## src/rtl/decode_pkg.sv

```systemverilog
// ============================================================================
// Package     : decode_pkg
// Description : Shared LC-3 decode types and the decode_instr() function,
//               used by the decode stage and by the decode_out predictor.
//               Contents: opcode enum, write-back select enum, e_control
//               field struct, per-instruction control bundle struct.
// Revision    : 1.0 - initial release
// ============================================================================
`default_nettype none

package decode_pkg;

    typedef enum logic [3:0] {
        OP_BR   = 4'b0000,
        OP_ADD  = 4'b0001,
        OP_LD   = 4'b0010,
        OP_ST   = 4'b0011,
        OP_JSR  = 4'b0100,
        OP_AND  = 4'b0101,
        OP_LDR  = 4'b0110,
        OP_STR  = 4'b0111,
        OP_RTI  = 4'b1000,
        OP_NOT  = 4'b1001,
        OP_LDI  = 4'b1010,
        OP_STI  = 4'b1011,
        OP_JMP  = 4'b1100,
        OP_RSV  = 4'b1101,
        OP_LEA  = 4'b1110,
        OP_TRAP = 4'b1111
    } opcode_e;

    // Write-back source selected in the writeback stage.
    typedef enum logic [1:0] {
        W_ALU = 2'b00,
        W_PC  = 2'b01,
        W_MEM = 2'b10
    } wsel_e;

    // Packs to {alu_ctl[1:0], pcsel1[1:0], pcsel2, op2sel}.
    typedef struct packed {
        logic [1:0] alu_ctl;
        logic [1:0] pcsel1;
        logic       pcsel2;
        logic       op2sel;
    } e_control_t;

    typedef struct packed {
        e_control_t e_control;
        logic       mem_control;
        wsel_e      w_control;
        logic       illegal;
    } decode_bundle_t;

    // Control decode of one instruction. Only the opcode and IR[5]
    // (immediate-vs-register select) influence the control fields.
    function automatic decode_bundle_t decode_instr(input logic [3:0] opcode,
                                                   input logic       imm_bit);
        decode_bundle_t b;
        b = '0;
        case (opcode_e'(opcode))
            OP_ADD: begin
                b.e_control.op2sel = imm_bit;
            end
            OP_AND: begin
                b.e_control.alu_ctl = 2'b01;
                b.e_control.op2sel  = imm_bit;
            end
            OP_NOT: begin
                b.e_control.alu_ctl = 2'b10;
            end
            OP_BR: begin
                b.e_control.pcsel1 = 2'b01;
                b.e_control.pcsel2 = 1'b1;
            end
            OP_JMP: begin
                b.e_control.pcsel1 = 2'b11;
            end
            OP_LD: begin
                b.e_control.pcsel1 = 2'b01;
                b.e_control.pcsel2 = 1'b1;
                b.w_control        = W_MEM;
            end
            OP_LDI: begin
                b.e_control.pcsel1 = 2'b01;
                b.e_control.pcsel2 = 1'b1;
                b.w_control        = W_MEM;
                b.mem_control      = 1'b1;
            end
            OP_LDR: begin
                b.e_control.pcsel1 = 2'b10;
                b.w_control        = W_MEM;
            end
            OP_LEA: begin
                b.e_control.pcsel1 = 2'b01;
                b.e_control.pcsel2 = 1'b1;
                b.w_control        = W_PC;
            end
            OP_ST: begin
                b.e_control.pcsel1 = 2'b01;
                b.e_control.pcsel2 = 1'b1;
            end
            OP_STI: begin
                b.e_control.pcsel1 = 2'b01;
                b.e_control.pcsel2 = 1'b1;
                b.mem_control      = 1'b1;
            end
            OP_STR: begin
                b.e_control.pcsel1 = 2'b10;
            end
            default: begin
                b.illegal = 1'b1;
            end
        endcase
        return b;
    endfunction

endpackage

`default_nettype wire

```

## src/rtl/decode_bundle_fifo.sv

```systemverilog
// ============================================================================
// Module      : decode_bundle_fifo
// Description : DEPTH-entry FIFO holding decoded bundles between decode and
//               execute. Pointers wrap modulo DEPTH so any DEPTH >= 1 works.
//               Synchronous flush empties the queue and overrides push/pop.
// Ports       : clk_i, rst_ni   clock / async active-low reset
//               push_i, pop_i   write / read strobes (already qualified)
//               flush_i         discard all entries
//               data_i          bundle to write
//               head_o, valid_o oldest bundle and its valid flag
//               count_o         occupancy
// Revision    : 1.0 - initial release
// ============================================================================
`default_nettype none

module decode_bundle_fifo #(
    parameter int  DEPTH = 2,
    parameter type T     = logic,
    localparam int CNT_W = $clog2(DEPTH + 1)
) (
    input  logic             clk_i,
    input  logic             rst_ni,
    input  logic             push_i,
    input  logic             pop_i,
    input  logic             flush_i,
    input  T                 data_i,
    output T                 head_o,
    output logic             valid_o,
    output logic [CNT_W-1:0] count_o
);

    localparam int PTR_W = (DEPTH > 1) ? $clog2(DEPTH) : 1;

    T                 mem_q [DEPTH];
    logic [PTR_W-1:0] wr_ptr_q, wr_ptr_d;
    logic [PTR_W-1:0] rd_ptr_q, rd_ptr_d;
    logic [CNT_W-1:0] count_q, count_d;

    // Explicit wrap so non-power-of-two depths never index past the array.
    function automatic logic [PTR_W-1:0] next_ptr(input logic [PTR_W-1:0] p);
        if (p == PTR_W'(DEPTH - 1)) begin
            return '0;
        end
        return p + 1'b1;
    endfunction

    always_comb begin
        wr_ptr_d = wr_ptr_q;
        rd_ptr_d = rd_ptr_q;
        count_d  = count_q;
        if (flush_i) begin
            wr_ptr_d = '0;
            rd_ptr_d = '0;
            count_d  = '0;
        end else begin
            if (push_i) begin
                wr_ptr_d = next_ptr(wr_ptr_q);
            end
            if (pop_i) begin
                rd_ptr_d = next_ptr(rd_ptr_q);
            end
            if (push_i && !pop_i) begin
                count_d = count_q + 1'b1;
            end else if (pop_i && !push_i) begin
                count_d = count_q - 1'b1;
            end
        end
    end

    always_ff @(posedge clk_i or negedge rst_ni) begin
        if (!rst_ni) begin
            wr_ptr_q <= '0;
            rd_ptr_q <= '0;
            count_q  <= '0;
        end else begin
            wr_ptr_q <= wr_ptr_d;
            rd_ptr_q <= rd_ptr_d;
            count_q  <= count_d;
        end
    end

    // Storage needs no reset: nothing is read while count is zero.
    always_ff @(posedge clk_i) begin
        if (push_i && !flush_i) begin
            mem_q[wr_ptr_q] <= data_i;
        end
    end

    assign head_o  = mem_q[rd_ptr_q];
    assign valid_o = (count_q != '0);
    assign count_o = count_q;

endmodule

`default_nettype wire

```

## src/rtl/decode_stage_q.sv

```systemverilog
// ============================================================================
// Module      : decode_stage_q
// Description : LC-3 decode stage with an output queue. Each accepted fetch
//               word is decoded and pushed with its npc; execute drains the
//               queue with valid/ready so decode keeps running through
//               execute stalls.
// Ports       : clock_i, reset_ni      clock / async active-low reset
//               enable_decode_i        gates pushes (pops still allowed)
//               flush_i                discard queued bundles
//               in_valid_i/in_ready_o  fetch handshake
//               instr_dout_i, npc_in_i fetched instruction and its PC+1
//               out_valid_o/out_ready_i execute handshake
//               ir_o, e_control_o, npc_out_o, mem_control_o, w_control_o,
//               illegal_o              head bundle (all zero when empty)
//               count_o                queue occupancy
// Revision    : 1.0 - initial release
// ============================================================================
`default_nettype none

module decode_stage_q
    import decode_pkg::*;
#(
    parameter int  IR_W  = 16,
    parameter int  DEPTH = 2,
    localparam int CNT_W = $clog2(DEPTH + 1)
) (
    input  logic             clock_i,
    input  logic             reset_ni,
    input  logic             enable_decode_i,
    input  logic             flush_i,
    input  logic             in_valid_i,
    output logic             in_ready_o,
    input  logic [IR_W-1:0]  instr_dout_i,
    input  logic [IR_W-1:0]  npc_in_i,
    output logic             out_valid_o,
    input  logic             out_ready_i,
    output logic [IR_W-1:0]  ir_o,
    output logic [5:0]       e_control_o,
    output logic [IR_W-1:0]  npc_out_o,
    output logic             mem_control_o,
    output logic [1:0]       w_control_o,
    output logic             illegal_o,
    output logic [CNT_W-1:0] count_o
);

    typedef struct packed {
        logic [IR_W-1:0] ir;
        logic [IR_W-1:0] npc;
        decode_bundle_t  ctrl;
    } entry_t;

    entry_t           entry_d;
    entry_t           head;
    logic             head_valid;
    logic [CNT_W-1:0] count;
    logic             alive_q;
    logic             push;
    logic             pop;

    // Holds in_ready low until the first clock edge after reset release.
    always_ff @(posedge clock_i or negedge reset_ni) begin
        if (!reset_ni) begin
            alive_q <= 1'b0;
        end else begin
            alive_q <= 1'b1;
        end
    end

    always_comb begin
        entry_d      = '0;
        entry_d.ir   = instr_dout_i;
        entry_d.npc  = npc_in_i;
        entry_d.ctrl = decode_instr(instr_dout_i[IR_W-1 -: 4], instr_dout_i[5]);
    end

    // A full queue still accepts when execute drains the head this cycle.
    assign in_ready_o = alive_q && enable_decode_i
                        && ((count < CNT_W'(DEPTH)) || out_ready_i);
    assign push       = in_valid_i && in_ready_o;
    assign pop        = head_valid && out_ready_i;

    decode_bundle_fifo #(
        .DEPTH (DEPTH),
        .T     (entry_t)
    ) u_fifo (
        .clk_i   (clock_i),
        .rst_ni  (reset_ni),
        .push_i  (push),
        .pop_i   (pop),
        .flush_i (flush_i),
        .data_i  (entry_d),
        .head_o  (head),
        .valid_o (head_valid),
        .count_o (count)
    );

    // Stale storage is masked so an empty queue presents an all-zero bundle.
    assign out_valid_o   = head_valid;
    assign ir_o          = head_valid ? head.ir                 : '0;
    assign npc_out_o     = head_valid ? head.npc                : '0;
    assign e_control_o   = head_valid ? head.ctrl.e_control     : '0;
    assign mem_control_o = head_valid ? head.ctrl.mem_control   : 1'b0;
    assign w_control_o   = head_valid ? head.ctrl.w_control     : 2'b00;
    assign illegal_o     = head_valid ? head.ctrl.illegal       : 1'b0;
    assign count_o       = count;

endmodule

`default_nettype wire

```

## config.mk

```make
export PLATFORM = sky130hd
export DESIGN_NAME = decode_stage_q
export DESIGN_NICKNAME = d
export VERILOG_FILES = /design/src/rtl/decode_pkg.sv /design/src/rtl/decode_bundle_fifo.sv /design/src/rtl/decode_stage_q.sv
export SDC_FILE = /design/constraint.sdc
export NUM_CORES = 1
export LEC_CHECK = 0
export ABC_CLOCK_PERIOD_IN_PS = 2400
export CAP_MARGIN = 20
export CORE_MARGIN = 2
export CORE_UTILIZATION = 51
export CTS_BUF_LIST = sky130_fd_sc_hd__clkbuf_4 sky130_fd_sc_hd__clkbuf_8
export CTS_CLUSTER_DIAMETER = 120
export DETAILED_ROUTE_END_ITERATION = 7
export PLACE_DENSITY = 0.77
export REMOVE_ABC_BUFFERS = 1
export SYNTH_ARGS = -nofsm -noshare
export SYNTH_HDL_FRONTEND = slang
export SYNTH_SLANG_ARGS = --single-unit
```

## constraint.sdc

```tcl
create_clock -name clock_i -period 2.4 [get_ports clock_i]
set_input_delay 0.36 -clock clock_i [delete_from_list [all_inputs] [get_ports clock_i]]
set_output_delay 0.36 -clock clock_i [all_outputs]
set_load 0.01 [all_outputs]
```

==> metrics.yaml <==
netlist_top_cells_area: "edfxtp_1 71%, mux2i_1 12%, nor2_1 5.3%, dfrtp_1 3.5%, buf_2 0.84%"
vias_per_cell: 5.10
fill_cells: 467
antennaDiodeCount: 0
vias: 2154
synth_commonest_cells: "84 x edfxtp_1, 50 x nor2_1, 44 x mux2i_1"
start_kind: "flop"
drt_pass1_iterations: 5
routabilityCongestion: 0.706
synthArstFlopShare: 0.0562
row_count: 30
start_util: 0.526
cts_hold_buffers: 0
power.switching_mw: 0.591
synth_warnings: 0
rr_startpoint: "u_fifo.count_o[1]"
wirelength_um: 6410
grt_pass1_vias: 2045
synth_area_leader_cell: "edfxtp_1"
yosysUniqueCellTypes: 24
slowest_delay_ns: 0.56
final-max-slew-violation-count: 0
cts_tree: "yes"
syn_area_per_cell_um2: 15.5
drive_gt1_frac: 0.0828
insertion_delay_ns: 0.34
synth_top_area_share: 0.706
power_leakage_nw: 1.57
dieHeight_um: 87.7
crit_family: "buffers and inverters"
wl_per_cell_um: 15.2
worstRegToRegCells: 4
clk_pin_slew_ns: 0.08
synthCells: 231
ys_seq_area_frac: 0.741
share_comb_of_total_power: 0.072
setup_viol: 0
post-route-min-period_ns: 2.19
cts_buffer_depth: 2
hold_path_class: "in -> async"
fin_crit_sh: 0.913
drt-initial-drc-count: 95
hold_violations: 0
r2r_end: "u_fifo.mem_q[0][25]"
groute.usage.overall: 0.173
cap_violations: 0
path_cells: "nor2_4 > buf_4 > nor2_1 > clkdlybuf4s50_1"
numPortBuffers: 83
grt_max_degree: 43
antenna_left: 0
crit_required_ns: 2.04
setup_slack_ns: 0.209
fin_util: 0.705
dp_slack_ns: 0.278
yosys.cell_count.top_type: "edfxtp_1"
seq_area_mm2: 0.00265
reg2reg_slack_ns: 0.67
max_clock_freq_ghz: 0.456
endpoint_kind: "primary output"
rsz0062_at_grt: "no"
grt.overflow.total: 0
place_hpwl_um: 4130
route.detailed.drc: 0
setup_tns_ns: 0
dieArea_mm2: 0.00769
cts.sinks: 89
p_per_area_mw_per_mm2: 653
slowest_stage: "clkdlybuf4s50_1"
intPower_mw: 2.54
die_width_um: 87.7
root_buffer: "clkbuf_8"
ys_ff_latch: 89
p_total_mw: 3.13
skew_ns: 0.00602
coreArea_mm2: 0.00679
swShare: 0.189
syn_area_mm2: 0.00357
status: "finished clean"
htree_levels: 3
synth_edf_count: 84
p_seq_frac: 0.551
synth_ff_type: "edfxtp_1"
placed_cells: 406
critPathMaxFanout: 18
post-cts-setup-buffers: 0
antenna_found_initial: 0
grt_pass1_wl_um: 9940
cts_buffers: 9
multi_input_area_um2: 857
cts-resized-gates: 0
crit_type: "reg -> out"
worstPathArrival_ns: 1.83
io_pins: 84
area_delta_synth_final_pct: 34.2
critPathBufInv: 2
nets: 359
peakVddDrop_mv: 0.328
instances_no_fill: 422
p_clk_frac: 0.378
==> power by group through the flow <==
stage | sequential, mW | clock [mW] | combinational [mW]
3_3_place_gp | 1.76 | 0 | 0.221
5_1_grt | 1.72 | 1.26 | 0.245
3_5_place_dp | 1.76 | 0 | 0.226
6_report | 1.72 | 1.18 | 0.225
2_1_floorplan | 1.77 | 0 | 0.0764
4_1_cts | 1.72 | 1.21 | 0.228
==> metrics by stage <==
| step | instance area, um^2 | hold slack (ns) |
|---|---|---|
| after floorplan | 3510 | 0.0644 |
| after global placement | 4550 | 0.560 |
| after detailed placement | 4550 | 0.586 |
| after CTS | 4790 | 0.238 |
| after global routing | 4790 | 0.249 |
| final | 4790 | 0.253 |
==> layout by cell type, fill, tap and decap left out, types with 4 or more instances in the layout <==
cell type        instances
a21oi_1                  4
clkbuf_8                 9
clkdlybuf4s50_1         83
dfrtp_1                  4
edfxtp_1                84
inv_1                    4
mux2i_1                 44
nand2_1                  5
nor2_1                  49
o21ai_0                  5
==> flip-flops by register name (all words and copies together) (netlist names) <==
name and cells:
alive_q 1, u_fifo.count_o 2, u_fifo.wr_ptr_q 1, u_fifo.rd_ptr_q 1, u_fifo.mem_q 84
==> metal layers <==
| metal | track usage | routed length, um |
|---|---|---|
| met5 | 0 | 0 |
| met4 | 0.0755 | 87 |
| met3 | 0.0292 | 237 |
| met2 | 0.289 | 3370 |
| met1 | 0.225 | 2720 |
==> cell type report <==
class,count,area share
multi-input combinational,128,0.179
timing repair buffer,89,0.191
sequential,89,0.553
inverter,4,0.00313
clock buffer,10,0.0274
clock inverter,6,0.0222
tap,96,0.0251
==> worst max-delay path by stage <==
| stage | startpoint | to | slack, ns | depth (start not counted) |
|---|---|---|---|---|
| floorplan | u_fifo.count_o[1] | out_valid_o | -0.02 | 2 |
| global placement | out_ready_i | in_ready_o | 0.31 | 4 |
| detailed placement | out_ready_i | in_ready_o | 0.28 | 4 |
| CTS | u_fifo.count_o[1] | ir_o[4] | 0.18 | 4 |
| global route | u_fifo.count_o[1] | npc_out_o[7] | 0.07 | 4 |
| finish | u_fifo.count_o[1] | e_control_o[3] | 0.21 | 4 |
==> cell families (layout without fill, tap and decap cells) <==
group	Yosys count	in the layout	synth area share
buffers and inverters	14	109	0.0210
other	1	1	0.00105
muxes	44	44	0.123
DFF	89	89	0.741
xor gates and xnor gates	1	1	0.00245
AOI/OAI and AO/OA	13	13	0.0224
and+or+nand+nor	69	69	0.0886
Note: power is estimated with default switching activity, not from simulation.
==> RTL edit 1, RTL diff (config.mk and constraints unchanged) <==
`IR_W`: 16 -> 32.
--- a/src/rtl/decode_stage_q.sv
+++ b/src/rtl/decode_stage_q.sv
@@ -22,3 +22,3 @@
 #(
-    parameter int  IR_W  = 16,
+    parameter int  IR_W  = 32,
     parameter int  DEPTH = 2,
Ports: changed (resized instr_dout_i, ir_o, npc_in_i and npc_out_o); port bits go from 84 to 148. The function was not compared with the original's and may differ.
==> RTL edit 1 against the unedited design <==
Combinational power grew 68%. Global-route usage grew 1.4 points. Cell count grew 60%. Count of clock-buffer cells in the layout grew 8. Sequential cell count grew 64. Routed wire length grew 83%. Final area grew 72%. Clock skew is essentially flat. Worst setup slack lost 160 ps. Non-clock buffer count grew 66. Synthesized area grew 68%. Die area grew 65%. Utilization grew 1.3 points. Power grew 73%. Critical endpoint is now npc_out_o[26]. Highest routed layer unchanged.
==> RTL edit 1: results (changes against the unedited design) <==
[setup_path]
arrival_ps=1990  ; was 1830 ps
cp_max_fo=38  ; was 18
critical_path.startpoint=u_fifo.rd_ptr_q$_DFFE_PN0P_  ; was u_fifo.count_o[1]$_DFFE_PN0P_
r2r_cells=4  ; unchanged
rr_endpoint=u_fifo.mem_q[0][66]$_DFFE_PP_  ; was u_fifo.mem_q[0][25]$_DFFE_PP_

[place]
gp_congestion=0.752  ; was 0.706
placedInstanceArea_sq_um=7680  ; was 4550 sq um
place_inst=646  ; was 406
dp_hpwl_mm=7.58  ; was 4.13 mm
port_buffers=147  ; was 83
dp_slack_ps=217  ; was 278 ps

[synthesis]
postSynthAreaPerCell_sq_um=16.4  ; was 15.5 sq um
async_flop_share=0.0327  ; was 0.0562
synth_xor_area_frac=0.00292  ; was 0.00245
synth_top_cell_area_share=0.740  ; was 0.706
synth_compound_area_frac=0.0110  ; was 0.0224
synth.area.top_cells=edfxtp_1 74%, mux2i_1 13%, nor2_1 5.1%  ; was edfxtp_1 71%, mux2i_1 12%, nor2_1 5.3%
synth_cell_types=26  ; was 24
synth-seq-area-share=0.761  ; was 0.741
synth_common_cells=148 x edfxtp_1, 81 x nor2_1, 76 x mux2i_1, 10 x buf_2, 6 x nand2_1  ; was 84 x edfxtp_1, 50 x nor2_1, 44 x mux2i_1, 6 x buf_2
muxShareOfSynthArea=0.127  ; was 0.123
synth_edf_count=148  ; was 84

[cells_and_area]
finish.net_count=592  ; was 359
fill_cells=756  ; was 467
regArea_sq_um=4570  ; was 2650 sq um
fin_cells=675  ; was 422

[global_route]
grtUsageTotal=0.188  ; was 0.173
grt_max_degree=45  ; was 43
grt_pass1_vias=3625  ; was 2045
grt_pass1_wl_mm=18.1  ; was 9.94 mm

[pwr]
power_mw=5.41  ; was 3.13 mW
internal_power_mw=4.39  ; was 2.54 mW
seq-power_mw=2.97  ; was 1.72 mW
p_leak_nw=3.47  ; was 1.57 nW
clkPwrFrac=0.382  ; was 0.378

[route]
num_vias=3444  ; was 2154
post_drt_wl_per_cell_um=17.3  ; was 15.2 um
drt_iter0_markers=242  ; was 95
drt-pass1-iter-count=4  ; was 5

[timing]
finClkSkew_ps=5.98  ; was 6.02 ps
period_needed_ps=2350  ; was 2190 ps
whs_ps=174  ; was 253 ps

[cts]
clk-insertion-delay-late_ps=410  ; was 340 ps
cts-resized-gates=6  ; was 0
htree_levels=4  ; was 3

[run_status]
outcome=complete, no violations  ; unchanged

[RTL edit 1: cell types whose count changed after synthesis, moves of 2 or more]
cell,before,now
buf_4,4,1
clkbuf_1,0,3
edfxtp_1,84,148
nor2_1,50,81
nor4b_1,2,0
buf_2,6,10
nor4bb_1,1,3
buf_6,0,5
inv_1,4,2
mux2i_1,44,76
[RTL edit 1: layer usage]
metal | track usage | share of wire | wire [um] | vias up
li1 | - | - | - | 1658
met1 | 0.247 | 0.42 | 4960 | 1676
met2 | 0.301 | 0.51 | 6020 | 104
met3 | 0.0562 | 0.053 | 617 | 6
met4 | 0.0675 | 0.0093 | 109 | 0
met5 | 0 | 0 | 0 | -
[RTL edit 1: layout make-up]
cell class,instances,area share
Timing Repair Buffer,155,0.212
Clock buffer,18,0.0293
Clock inverter,11,0.0219
Sequential cell,153,0.555
Tap cell,143,0.0217
Inverter,2,0.000911
Multi-Input combinational cell,193,0.159
==> RTL edit 2, RTL diff (same flow settings) <==
Without the edit above. Register the output `count_o`, without a reset; this adds one clock of latency there. The other outputs are not delayed to match.
--- a/src/rtl/decode_stage_q.sv
+++ b/src/rtl/decode_stage_q.sv
@@ -50,2 +50,4 @@
     } entry_t;
+
+    logic [CNT_W-1:0] count_c;
 
@@ -104,3 +106,7 @@
     assign illegal_o     = head_valid ? head.ctrl.illegal       : 1'b0;
-    assign count_o       = count;
+    assign count_c       = count;
+
+    always_ff @(posedge clock_i) begin
+        count_o <= count_c;
+    end
 
Function: changed (a bounded check fails within 4 cycles, from zero or initial values and one cycle with reset_ni low).
==> RTL edit 2 against the unedited design <==
Synthesized cell count increased by 0.87%. Synthesized area increased by 1.1%. Sequential cell count increased by 2. Final area decreased by 0.26%. First-iteration DRC count increased by 36%. Die area increased by 1.1%. Routed wire length decreased by 2.3%. Clock skew increased by 2.4 ps. Via count decreased by 1.5%. Clock power decreased by 16%. Sequential share of layout area increased by 0.98 points. Worst setup slack got worse by 81 ps. Power decreased by 5.2%. Largest cell class unchanged.
==> RTL edit 2: results (changes against the unedited design) <==
[cells_and_area]
area_growth_pct=32.3  ; was 34.2%
finish.net_count=360  ; was 359
fill_cells=501  ; was 467
reg_top3=u_fifo.mem_q: 84 flops, count_o: 2 flops, u_fifo.count_o: 2 flops
diodes=0  ; unchanged
drive_gt1_frac=0.0795  ; was 0.0828

[global_route]
grt_pass1_vias=2035  ; was 2045
globalRouteMet2Util=0.260  ; was 0.289
use_met3=0.0405  ; was 0.0292
grtUsageTotal=0.164  ; was 0.173
busiest_layer=met2  ; unchanged
grt_pass1_wl_mm=9.49  ; was 9.94 mm
antenna_found_initial=0  ; unchanged
grt_max_degree=44  ; was 43
use_met1=0.215  ; was 0.225

[route]
drt-total-wl_mm=6.26  ; was 6.41 mm
wl_met2_mm=2.98  ; was 3.37 mm
drt-pass1-iter-count=4  ; was 5
drt_iter0_markers=129  ; was 95
wl_met1_mm=2.83  ; was 2.72 mm
num_vias=2122  ; was 2154
wl_met3_um=350  ; was 237 um

[timing]
max_freq_mhz=440  ; was 456 MHz
finClkSkew_ps=8.46  ; was 6.02 ps

[synthesis]
async_flop_share=0.0549  ; was 0.0562
synth_xor_area_frac=0.00242  ; was 0.00245
synth_compound_area_frac=0.0222  ; was 0.0224
synth_cell_types=25  ; was 24
synth_flop_cell=edfxtp_1  ; unchanged
yosys_warnings=0  ; unchanged
synth-seq-area-share=0.744  ; was 0.741
synth.area.top_cells=edfxtp_1 70%, mux2i_1 12%, nor2_1 5.2%  ; was edfxtp_1 71%, mux2i_1 12%, nor2_1 5.3%
synth_edf_count=84  ; unchanged
muxShareOfSynthArea=0.122  ; was 0.123
synth_common_cells=84 x edfxtp_1, 50 x nor2_1, 44 x mux2i_1, 6 x buf_2  ; unchanged

[setup_path]
reg2reg_slack_ps=650  ; was 670 ps
cp_max_fo=23  ; was 18
r2r_start=u_fifo.count_o[1]$_DFFE_PN0P_  ; unchanged
arrival_ps=1910  ; was 1830 ps
cpPeakStageDelay_ps=480  ; was 560 ps
r2r_cells=4  ; unchanged
rr_endpoint=u_fifo.mem_q[0][28]$_DFFE_PP_  ; was u_fifo.mem_q[0][25]$_DFFE_PP_

[cts]
clockBufferDepth=2  ; unchanged
clk-insertion-delay-late_ps=350
htree_levels=3  ; unchanged
clk_pin_slew_ps=80  ; about the same
numCtsBuffers=9  ; unchanged
cts-resized-gates=0  ; unchanged

[pwr]
p_leak_nw=1.56  ; was 1.57 nW
ir_worst_vdd_mv=0.317  ; was 0.328 mV

[worst_hold_path]
min_path_type=input port to asynchronous set/reset pin  ; unchanged

[run_status]
outcome=complete, no violations  ; unchanged

[place]
placedInstanceArea_sq_um=4590  ; was 4550 sq um
dp_slack_ps=269  ; was 278 ps
gp_congestion=0.719  ; was 0.706
dp_hpwl_mm=3.97  ; was 4.13 mm

-- RTL edit 2: cell types whose count changed after synthesis, sizes merged --
cell,delta
dfxtp,+2
-- RTL edit 2: worst max-delay path, delay by kind of cell, from the launching register on --
family                 cells  cell delay (ps)
buffers and inverters      2              840
flip-flops                 1              370
multiplexers               1              300
AND/OR/NAND/NOR            1               60
-- RTL edit 2: cell families (layout without fill, tap and decap cells) --
family                 after synthesis  after routing
AO/OA/AOI/OAI                       13             13
flip-flops                          91             91
AND/OR/NAND/NOR                     69             69
multiplexers                        44             44
other                                1              1
XOR/XNOR                             1              1
buffers and inverters               14            108
-- RTL edit 2: final cells by class --
type	count	area share
well taps	96	0.0251
inverters	4	0.00314
flip-flops and latches	91	0.563
clock inverters	7	0.0144
multi-input cells	128	0.179
clock buffers	9	0.0259
repair buffers	88	0.190
-- RTL edit 2: per-stage QoR --
stage / hold slack, ps / instances
final: 242 / 423
after global routing: 242 / 423
after floorplan: 64.4 / 223
after global placement: 502 / 407
after detailed placement: 524 / 407
after CTS: 228 / 423
-- RTL edit 2: worst max path at each step --
stage                                        from      endpoint  cells past startpoint
finish                u_fifo.rd_ptr_q$_DFFE_PN0P_  npc_out_o[2]                      4
global route          u_fifo.rd_ptr_q$_DFFE_PN0P_  npc_out_o[2]                      4
CTS                   u_fifo.rd_ptr_q$_DFFE_PN0P_  npc_out_o[2]                      4
detailed placement                    out_ready_i    in_ready_o                      4
global placement                      out_ready_i    in_ready_o                      4
floorplan           u_fifo.count_o[1]$_DFFE_PN0P_   out_valid_o                      2
-- RTL edit 2: where the power goes --
group | internal [mW] | total, mW | switching (mW)
registers | 1.75 | 1.76 | 0.00624
clock network | 0.476 | 0.988 | 0.512
logic | 0.123 | 0.223 | 0.0999
total | 2.35 | 2.97 | 0.618
